$ cat config.mk
export PLATFORM = sky130hd
export DESIGN_NAME = lpc_host_sequencer
export DESIGN_NICKNAME = d
export VERILOG_FILES = /design/src/rtl/lpc_host_sequencer_pkg.sv /design/src/rtl/lpc_req_fifo.sv /design/src/rtl/lpc_host_sequencer.sv
export SDC_FILE = /design/constraint.sdc
export NUM_CORES = 1
export LEC_CHECK = 0
export ABC_AREA = 1
export ABC_CLOCK_PERIOD_IN_PS = 2500
export BUFFER_PORTS_ARGS = -buffer_cell sky130_fd_sc_hd__buf_2
export CAP_MARGIN = 20
export CORE_MARGIN = 2
export CORE_UTILIZATION = 26
export DETAILED_ROUTE_END_ITERATION = 8
export SLEW_MARGIN = 20
export SYNTH_ARGS = -nofsm -noshare
export SYNTH_HDL_FRONTEND = slang
export SYNTH_SLANG_ARGS = --single-unit
$ cat constraint.sdc
create_clock -name clk_i -period 2.5 [get_ports clk_i]
set_input_delay 0.25 -clock clk_i [delete_from_list [all_inputs] [get_ports clk_i]]
set_output_delay 0.25 -clock clk_i [all_outputs]
set_load 0.05 [all_outputs]
$ cat src/rtl/lpc_host_sequencer_pkg.sv
// rtl/lpc_host_sequencer_pkg.sv - shared types and encodings for the LPC host sequencer
package lpc_host_sequencer_pkg;

  typedef enum logic [2:0] {
    SQ_RESET = 3'd0,
    SQ_IDLE  = 3'd1,
    SQ_FRAME = 3'd2,
    SQ_WAIT  = 3'd3,
    SQ_RESP  = 3'd4,
    SQ_DRAIN = 3'd5
  } sq_state_e;

  localparam logic [1:0] LPC_RESP_OK       = 2'b00;
  localparam logic [1:0] LPC_RESP_SYNC_ERR = 2'b01;
  localparam logic [1:0] LPC_RESP_TIMEOUT  = 2'b10;

  // Host FSM state codes the sequencer reacts to.
  localparam logic [4:0] LPC_ST_IDLE        = 5'h00;
  localparam logic [4:0] LPC_ST_FORCE_RESET = 5'h10;

  typedef struct packed {
    logic        mem;
    logic        wr;
    logic [15:0] addr;
    logic [7:0]  data;
  } lpc_req_t;

  localparam int REQ_W = $bits(lpc_req_t);

endpackage

$ cat src/rtl/lpc_req_fifo.sv
// rtl/lpc_req_fifo.sv - synchronous request FIFO with full/empty flags
module lpc_req_fifo #(
  parameter int WIDTH = 26,
  parameter int AW    = 2
) (
  input  logic             clk_i,
  input  logic             nrst_i,
  input  logic             push_i,
  input  logic [WIDTH-1:0] wdata_i,
  input  logic             pop_i,
  output logic [WIDTH-1:0] rdata_o,
  output logic             full_o,
  output logic             empty_o
);

  localparam int DEPTH = 1 << AW;
  localparam logic [AW:0] PTR_ONE = (AW + 1)'(1);

  logic [WIDTH-1:0] mem_q [DEPTH];
  logic [AW:0]      wptr_q;
  logic [AW:0]      rptr_q;
  logic             do_push;
  logic             do_pop;

  // Extra pointer bit distinguishes full from empty when the indices match.
  assign full_o  = (wptr_q[AW] != rptr_q[AW]) && (wptr_q[AW-1:0] == rptr_q[AW-1:0]);
  assign empty_o = (wptr_q == rptr_q);
  assign do_push = push_i & ~full_o;
  assign do_pop  = pop_i & ~empty_o;
  assign rdata_o = mem_q[rptr_q[AW-1:0]];

  always_ff @(posedge clk_i or negedge nrst_i) begin
    if (!nrst_i) begin
      wptr_q <= '0;
      rptr_q <= '0;
    end else begin
      if (do_push) wptr_q <= wptr_q + PTR_ONE;
      if (do_pop)  rptr_q <= rptr_q + PTR_ONE;
    end
  end

  always_ff @(posedge clk_i) begin
    if (do_push) mem_q[wptr_q[AW-1:0]] <= wdata_i;
  end

endmodule

$ cat src/rtl/lpc_host_sequencer.sv
// rtl/lpc_host_sequencer.sv - request front-end driving the LPC host FSM control inputs
module lpc_host_sequencer
  import lpc_host_sequencer_pkg::*;
#(
  parameter int FIFO_AW        = 2,
  parameter int TIMEOUT_CYCLES = 256,
  parameter int RST_CYCLES     = 8
) (
  input  logic        clk_i,
  input  logic        nrst_i,
  input  logic        req_valid_i,
  output logic        req_ready_o,
  input  logic        req_wr_i,
  input  logic        req_mem_i,
  input  logic [15:0] req_addr_i,
  input  logic [7:0]  req_data_i,
  output logic        resp_valid_o,
  input  logic        resp_ready_i,
  output logic [7:0]  resp_data_o,
  output logic [1:0]  resp_status_o,
  output logic        busy_o,
  output logic [15:0] ctrl_addr_o,
  output logic [7:0]  ctrl_data_o,
  output logic        ctrl_nrst_o,
  output logic        ctrl_lframe_o,
  output logic        ctrl_rd_status_o,
  output logic        ctrl_wr_status_o,
  output logic        ctrl_memory_cycle_o,
  input  logic [7:0]  ctrl_data_i,
  input  logic        ctrl_ready_i,
  input  logic [4:0]  ctrl_host_state_i
);

  localparam int TMO_W = $clog2(TIMEOUT_CYCLES + 1);
  localparam int RST_W = $clog2(RST_CYCLES + 1);
  localparam logic [TMO_W-1:0] TMO_LIMIT = TMO_W'(TIMEOUT_CYCLES);
  localparam logic [TMO_W-1:0] TMO_ONE   = TMO_W'(1);
  localparam logic [RST_W-1:0] RST_LAST  = RST_W'(RST_CYCLES - 1);
  localparam logic [RST_W-1:0] RST_ONE   = RST_W'(1);

  sq_state_e        state_q, state_d;
  sq_state_e        after_resp_q, after_resp_d;
  logic [RST_W-1:0] rst_cnt_q, rst_cnt_d;
  logic [TMO_W-1:0] tmo_cnt_q, tmo_cnt_d;
  logic [TMO_W-1:0] tmo_inc;
  logic             ready_q;
  logic             wr_q, wr_d;
  logic             nrst_q, nrst_d;
  logic             lframe_q, lframe_d;
  logic             rd_st_q, rd_st_d;
  logic             wr_st_q, wr_st_d;
  logic [15:0]      addr_q, addr_d;
  logic [7:0]       data_q, data_d;
  logic             mem_q, mem_d;
  logic             resp_valid_q, resp_valid_d;
  logic [7:0]       resp_data_q, resp_data_d;
  logic [1:0]       resp_status_q, resp_status_d;

  logic             done;
  logic             fifo_full;
  logic             fifo_empty;
  logic             fifo_pop;
  logic [REQ_W-1:0] fifo_rdata;
  lpc_req_t         req_in;
  lpc_req_t         head;

  assign req_in = '{mem: req_mem_i, wr: req_wr_i, addr: req_addr_i, data: req_data_i};
  assign head   = fifo_rdata;

  lpc_req_fifo #(
    .WIDTH (REQ_W),
    .AW    (FIFO_AW)
  ) u_req_fifo (
    .clk_i   (clk_i),
    .nrst_i  (nrst_i),
    .push_i  (req_valid_i & ~fifo_full),
    .wdata_i (req_in),
    .pop_i   (fifo_pop),
    .rdata_o (fifo_rdata),
    .full_o  (fifo_full),
    .empty_o (fifo_empty)
  );

  // The host holds ctrl_ready as a level; only its rising edge marks completion.
  assign done    = ctrl_ready_i & ~ready_q;
  assign tmo_inc = tmo_cnt_q + TMO_ONE;

  always_comb begin
    state_d       = state_q;
    after_resp_d  = after_resp_q;
    rst_cnt_d     = rst_cnt_q;
    tmo_cnt_d     = tmo_cnt_q;
    wr_d          = wr_q;
    nrst_d        = nrst_q;
    lframe_d      = lframe_q;
    rd_st_d       = rd_st_q;
    wr_st_d       = wr_st_q;
    addr_d        = addr_q;
    data_d        = data_q;
    mem_d         = mem_q;
    resp_valid_d  = resp_valid_q;
    resp_data_d   = resp_data_q;
    resp_status_d = resp_status_q;
    fifo_pop      = 1'b0;

    unique case (state_q)
      SQ_RESET: begin
        if (rst_cnt_q == RST_LAST) begin
          nrst_d    = 1'b1;
          rst_cnt_d = '0;
          state_d   = SQ_IDLE;
        end else begin
          nrst_d    = 1'b0;
          rst_cnt_d = rst_cnt_q + RST_ONE;
        end
      end
      SQ_IDLE: begin
        if (!fifo_empty && ctrl_host_state_i == LPC_ST_IDLE) begin
          fifo_pop  = 1'b1;
          addr_d    = head.addr;
          data_d    = head.data;
          mem_d     = head.mem;
          wr_d      = head.wr;
          lframe_d  = 1'b0;
          tmo_cnt_d = '0;
          state_d   = SQ_FRAME;
        end
      end
      SQ_FRAME: begin
        lframe_d  = 1'b1;
        rd_st_d   = ~wr_q;
        wr_st_d   = wr_q;
        tmo_cnt_d = tmo_inc;
        state_d   = SQ_WAIT;
      end
      SQ_WAIT: begin
        tmo_cnt_d = tmo_inc;
        if (ctrl_host_state_i == LPC_ST_FORCE_RESET) begin
          resp_status_d = LPC_RESP_SYNC_ERR;
          resp_data_d   = 8'h00;
          after_resp_d  = SQ_RESET;
          state_d       = SQ_RESP;
        end else if (done) begin
          resp_status_d = LPC_RESP_OK;
          resp_data_d   = wr_q ? 8'h00 : ctrl_data_i;
          after_resp_d  = SQ_IDLE;
          state_d       = SQ_RESP;
        end else if (tmo_inc >= TMO_LIMIT) begin
          resp_status_d = LPC_RESP_TIMEOUT;
          resp_data_d   = 8'h00;
          after_resp_d  = SQ_DRAIN;
          state_d       = SQ_RESP;
        end
        if (state_d == SQ_RESP) begin
          resp_valid_d = 1'b1;
          rd_st_d      = 1'b0;
          wr_st_d      = 1'b0;
        end
      end
      SQ_RESP: begin
        if (resp_ready_i) begin
          resp_valid_d = 1'b0;
          state_d      = after_resp_q;
          if (after_resp_q == SQ_RESET) begin
            nrst_d    = 1'b0;
            rst_cnt_d = '0;
          end
        end
      end
      SQ_DRAIN: begin
        // A completion arriving after the timeout is deliberately dropped here.
        if (ctrl_host_state_i == LPC_ST_FORCE_RESET) begin
          nrst_d    = 1'b0;
          rst_cnt_d = '0;
          state_d   = SQ_RESET;
        end else if (ctrl_host_state_i == LPC_ST_IDLE) begin
          state_d = SQ_IDLE;
        end
      end
      default: begin
        nrst_d    = 1'b0;
        rst_cnt_d = '0;
        state_d   = SQ_RESET;
      end
    endcase
  end

  always_ff @(posedge clk_i or negedge nrst_i) begin
    if (!nrst_i) begin
      state_q       <= SQ_RESET;
      after_resp_q  <= SQ_IDLE;
      rst_cnt_q     <= '0;
      tmo_cnt_q     <= '0;
      ready_q       <= 1'b0;
      wr_q          <= 1'b0;
      nrst_q        <= 1'b0;
      lframe_q      <= 1'b1;
      rd_st_q       <= 1'b0;
      wr_st_q       <= 1'b0;
      addr_q        <= '0;
      data_q        <= '0;
      mem_q         <= 1'b0;
      resp_valid_q  <= 1'b0;
      resp_data_q   <= '0;
      resp_status_q <= '0;
    end else begin
      state_q       <= state_d;
      after_resp_q  <= after_resp_d;
      rst_cnt_q     <= rst_cnt_d;
      tmo_cnt_q     <= tmo_cnt_d;
      ready_q       <= ctrl_ready_i;
      wr_q          <= wr_d;
      nrst_q        <= nrst_d;
      lframe_q      <= lframe_d;
      rd_st_q       <= rd_st_d;
      wr_st_q       <= wr_st_d;
      addr_q        <= addr_d;
      data_q        <= data_d;
      mem_q         <= mem_d;
      resp_valid_q  <= resp_valid_d;
      resp_data_q   <= resp_data_d;
      resp_status_q <= resp_status_d;
    end
  end

  assign req_ready_o         = ~fifo_full;
  assign busy_o              = (state_q != SQ_IDLE) | ~fifo_empty;
  assign resp_valid_o        = resp_valid_q;
  assign resp_data_o         = resp_data_q;
  assign resp_status_o       = resp_status_q;
  assign ctrl_addr_o         = addr_q;
  assign ctrl_data_o         = data_q;
  assign ctrl_nrst_o         = nrst_q;
  assign ctrl_lframe_o       = lframe_q;
  assign ctrl_rd_status_o    = rd_st_q;
  assign ctrl_wr_status_o    = wr_st_q;
  assign ctrl_memory_cycle_o = mem_q;

endmodule

# == Yosys cells after proc, flatten, opt, wreduce, memory -nomap -nowiden ==
# Memories as Yosys holds them, arrays and structs flattened. A register that Yosys moved wholly into a read port is not among the register bits.
# Index checks and enable logic that the tools add are counted.
# op_classes
addsub,4
multipliers,0
div_mod_pow,0
n_lt_le_gt_ge,1
n_eq_ne,19
shift,0
muxes,44
n_bitwise,10
n_reduce_logical,22
# op_table
op,count
$mux W3,12
$mux W8,4
$pmux W3 S6,1
$pmux W9 S2,1
$mux W4,4
$pmux W4 S4,1
$mux W1,12
$ne A2 B2 Y1 const B,6
$reduce_and A2 Y1,5
$add A9 B1 Y9 const B,1
$eq A3 B3 Y1 const B,3
$ge A9 B9 Y1 const B,1
$mux W9,1
$pmux W1 S2,4
$reduce_and A4 Y1,2
$reduce_bool A2 Y1,4
$add A3 B1 Y3 const B,2
$eq A3 B2 Y1 const B,2
$logic_not A3 Y1,2
$mux W2,3
$eq A5 B5 Y1 const B,1
$logic_not A5 Y1,1
$not A1 Y1,5
$add A4 B1 Y4 const B,1
other kinds (16),21
# word_totals
ff_bits,41
latchBits,0
ramBits,104
mem_bits_ro,0
inputBits,44
wordCells,115
mem_count,1
# mem_list
name,words,width,rd,rd_ports_with_merged_regs,wr,line_no,text
u_req_fifo.mem_q,4,26,1,1,1,lpc_req_fifo.sv:19,logic [WIDTH-1:0] mem_q [DEPTH];

# == Longest topological paths before layout ==
# logic_depth
word_depth,9
depth_mapped,11

# == Modules after synthesis ==
# From an unflattened synthesis, not the netlist that was laid out.
# unflattened
cells_unflattened,624
area_unflattened_um2,6980.4
# by_module_without_submodules
module,n_inst,cells_per_inst,area_per_inst_um2,seq_area_each_um2
lpc_req_fifo,1,312,4302.9,3273.1
lpc_host_sequencer,1,312,2677.6,1478.9

# == Worst setup path before layout ==
# OpenSTA, ideal clock, no wires.
# synth_path
kind,reg2reg
start,register u_req_fifo.rptr_q[0]
end,memory u_req_fifo.mem_q[3][0] (enable)
setup_time_ns,0.410
t_arrival_ns,2.575
setup_slack_ns,-0.485
path_stages_with_launch,7
n_path_buf,1
path_cell_list,dfrtp_1 > buf_4 > nand2_1 > nand2_1 > nand4_1 > nand2_1 > nor2_1
# synth_via
elab_chain_cells,7
# synth_lines
element,line_no,text
"start, declared",lpc_req_fifo.sv:21,logic [AW:0] rptr_q;
"start signal, assigned",lpc_req_fifo.sv:38,if (do_pop) rptr_q <= rptr_q + PTR_ONE;
$eq A2 B2 Y1 *,lpc_req_fifo.sv:26,assign full_o = (wptr_q[AW] != rptr_q[AW]) && (wptr_q[AW-1:0] == rptr_q[AW-1:0]);
$logic_and A1 B1 Y1 *,lpc_req_fifo.sv:26,
$not A1 Y1 *,-,
named net req_ready_o,lpc_host_sequencer.sv:12,"output logic req_ready_o,"
$and A1 B1 Y1,lpc_host_sequencer.sv:76,".push_i (req_valid_i & ~fifo_full),"
$and A1 B1 Y1 *,lpc_req_fifo.sv:28,assign do_push = push_i & ~full_o;
$mux W1 *,lpc_req_fifo.sv:43,if (do_push) mem_q[wptr_q[AW-1:0]] <= wdata_i;
$mux W1 (not written as such) *,lpc_req_fifo.sv:43,
"end, declared",lpc_req_fifo.sv:19,
# The timed path passes the listed nets; every way through them passes the cells marked *.

# == Worst setup path after layout ==
# layout_path
start,register u_req_fifo.wptr_q[0]
end,memory u_req_fifo.mem_q[2][0] (enable)
# layout_via
elab_chain_cells,7
# layout_lines
element,line_no,text
"start, declared",lpc_req_fifo.sv:20,logic [AW:0] wptr_q;
"start signal, assigned",lpc_req_fifo.sv:37,if (do_push) wptr_q <= wptr_q + PTR_ONE;
$eq A2 B2 Y1,lpc_req_fifo.sv:26,
$logic_and A1 B1 Y1,lpc_req_fifo.sv:26,
$not A1 Y1,"lpc_req_fifo.sv:28, lpc_host_sequencer.sv:76",
$and A1 B1 Y1,lpc_host_sequencer.sv:76,
$and A1 B1 Y1,lpc_req_fifo.sv:28,
$mux W1,lpc_req_fifo.sv:43,
$mux W1 (not written as such),lpc_req_fifo.sv:43,
# Parallel ways exist; a longest one is shown, timed or not.

==> metrics <==
highest clock rate just over 500 MHz; Worst EP arrival about 2.1 ns; CTS clk-pin slew, worst paths about 0.070 ns; HPWL after detailed placement 9690 um; CTS tree yes; Synth Instances 619; Comb pwr share 37.4%; # setup viols final 0; top cells by count, synth 164 x nand2_1, 104 x edfxtp_1, 73 x nor2_1; most common cell in the netlist nand2_1; post-synth net total between 600 and 700; RSZ-0062 raised after global routing no; final cell count without fillers about 1100; Starting Density 26.5%; number of enable flip-flop cells after synthesis 104; Inserted Diodes 0; post-CTS sizing 0; PwrDens ~1300 mW/mm2; worst hold path class input pin to flip-flop; Cell Area, Placed about 0.0077 mm2; placed insts just over 1000; Die Ht 167 um; Synth top area share between 40% and 50%; CP max FO 24; largest net degree at the start of global routing 66; H-tree depth 4; Leak 3.47 nW; Avg Cell Area, Syn 11.1 um2; P_sw 0.00442 W; Root Driver clkbuf_16; row count around 60; Placeable Area roughly 0.026 mm2; final WL around 15000 um; Wirelength per Cell 14.3 um; Multi-input gate area ~0.0019 mm2; First DRT Iteration DRCs roughly 300; power share of the clock group 22.6%; Rel. slew slack 40.8%; Via Count approximately 4600; Flop pwr share 40.0%; Register Area ~0.0048 mm2; DRC viols 0; Max Transition Viols Final 0; sequential area share after synthesis between 60% and 70%; synthesized flop and latch total 169; Final Hold Viols 0; Via density between 4 and 5; Max clock buf depth 2; Tcrit/Tclk final between 70% and 80%; min Tclk post-route 1.99 ns; Die W 167 um; Worst Setup Start Kind flip-flop; CP Data Required Time around 2.6 ns; IO Pins 86; Area Growth Syn to Fin 20.1%; Setup TNS 0 ns; first-pass GRT wire length about 24000 um; CTS Buf Count 17; PortBufs 85; first-pass detailed-route iteration total 5; gr ovfl total 0; Final ANT Viol Nets 0; Int Pwr roughly 0.0062 W; global-route usage over all layers between 10% and 20%; clock latency at the later pin of the worst-skew pair ~0.43 ns; Synth cell types 34; Final nets ~760; WS Path Type flip-flop to flip-flop; Worst-Margin Slew around 0.89 ns; Main synth FF type edfxtp_1; Clock Sinks ~170; vias in the first global route between 4000 and 5000; status complete, no violations; cell taking the most area after synthesis edfxtp_1; Worst VDD drop around 900 uV; Crit. End Element flip-flop; worst clock skew around 0.015 ns; Die Area about 0.028 mm2; Switching Fraction between 40% and 50%; Syn Std Cell Area just under 0.007 mm2; initial antenna violation count 0; Area contributors post-synth edfxtp_1 45%, dfrtp_1 23%, nand2_1 8.9%; Ys Warns 0; Max-cap violations 0; layout cells sized above 1 21.8%; routability cong. approximately 0.74; ys async rst share roughly two fifths; Layout fillers 2663; design area 0.00829 mm2
power by group through the flow:
stage / sequential, W / clock, W / combinational, W
floorplan: 0.00524 / 0 / 0.00200
global placement: 0.00429 / 0 / 0.00402
detailed placement: 0.00432 / 0 / 0.00405
CTS: 0.00427 / 0.00249 / 0.00406
global route: 0.00437 / 0.00259 / 0.00442
finish: 0.00426 / 0.00241 / 0.00399
worst paths after layout:
path                                     endpoint                 start  slack (ns)  depth (start not counted)
hold / removal             u_req_fifo.mem_q[0][0]         req_data_i[0]        0.05                          1
setup / recovery           u_req_fifo.mem_q[2][0]  u_req_fifo.wptr_q[0]        0.51                          7
hold reg to reg                   after_resp_q[0]       after_resp_q[0]        0.46                          2
max in group asynchronous    u_req_fifo.rptr_q[0]                nrst_i        1.38                          2
min in group asynchronous            rst_cnt_q[2]                nrst_i        0.49                          2
setup reg to reg           u_req_fifo.mem_q[2][0]  u_req_fifo.wptr_q[0]        0.51                          7
cell families after synthesis:
group | count (synthesis) | share of synthesized area [%]
xor gates and xnor gates | 6 | 0.871
and+or+nand+nor | 273 | 16.2
adders and majority gates | 7 | 1.27
buffers and inverters | 56 | 3.79
DFF | 169 | 68.9
AOI/OAI and AO/OA | 108 | 8.98
placed cells by master, fill, tap and decap left out, drive strengths merged, types with 2 or more instances in the layout:
cell type    count
nand2          165
edfxtp         104
buf             95
nor2            77
o21ai           75
dfrtp           63
inv             33
o22ai           26
nand3           22
clkbuf          21
ha               7
clkinv           5
nand4            4
a21oi            4
xor2             3
xnor2            3
nand3b           2
a31oi            2
dfstp            2
clkinvlp         2
dlygate4sd3      2
final cells by class:
type / count / area share (%)
well taps: 335 / 5.06
multi-input cells: 394 / 23.1
repair buffers: 97 / 6.61
inverters: 29 / 1.34
flip-flops and latches: 169 / 57.4
clock buffers: 21 / 5.44
clock inverters: 11 / 1.07
per-layer routing:
layer	track usage (%)	share of wire (%)	routed length, um
met5	0	0	0
met4	3.41	1.3	196
met3	2.92	5.4	816
met2	18.1	47	7030
met1	14.6	47	7050
per-stage QoR:
step                power [W]  setup slack, ns  util, %  hold slack, ns
finish                 0.0107            0.513     31.8          0.0450
global route           0.0114            0.314     31.8          0.0303
CTS                    0.0108            0.489     31.8          0.0218
detailed placement    0.00837            0.486     29.7           0.376
global placement      0.00831            0.558     29.7           0.376
floorplan             0.00724           -0.107        -         -0.0456
timing repair:
item                      CTS  global route
buffers inserted            0             0
hold endpoints to repair   64             0
hold buffers                2             0
flip-flops by register name (all words and copies together), names as in the netlist, 2 cells and up:
register / count
u_req_fifo.mem_q: 104
ctrl_addr_o: 16
tmo_cnt_q: 9
ctrl_data_o: 8
resp_data_o: 8
rst_cnt_q: 4
state_q: 3
u_req_fifo.rptr_q: 3
u_req_fifo.wptr_q: 3
resp_status_o: 2
worst max-delay path, cell delays in order (launching register included):
cell	delay [ns]
dfrtp_1	0.40
inv_1	0.11
nand2_1	0.08
nand2_1	0.07
nand4_1	0.10
nand2_1	0.30
nor2_4	0.22
buf_4	0.36
(Power assumes the default switching activity.)
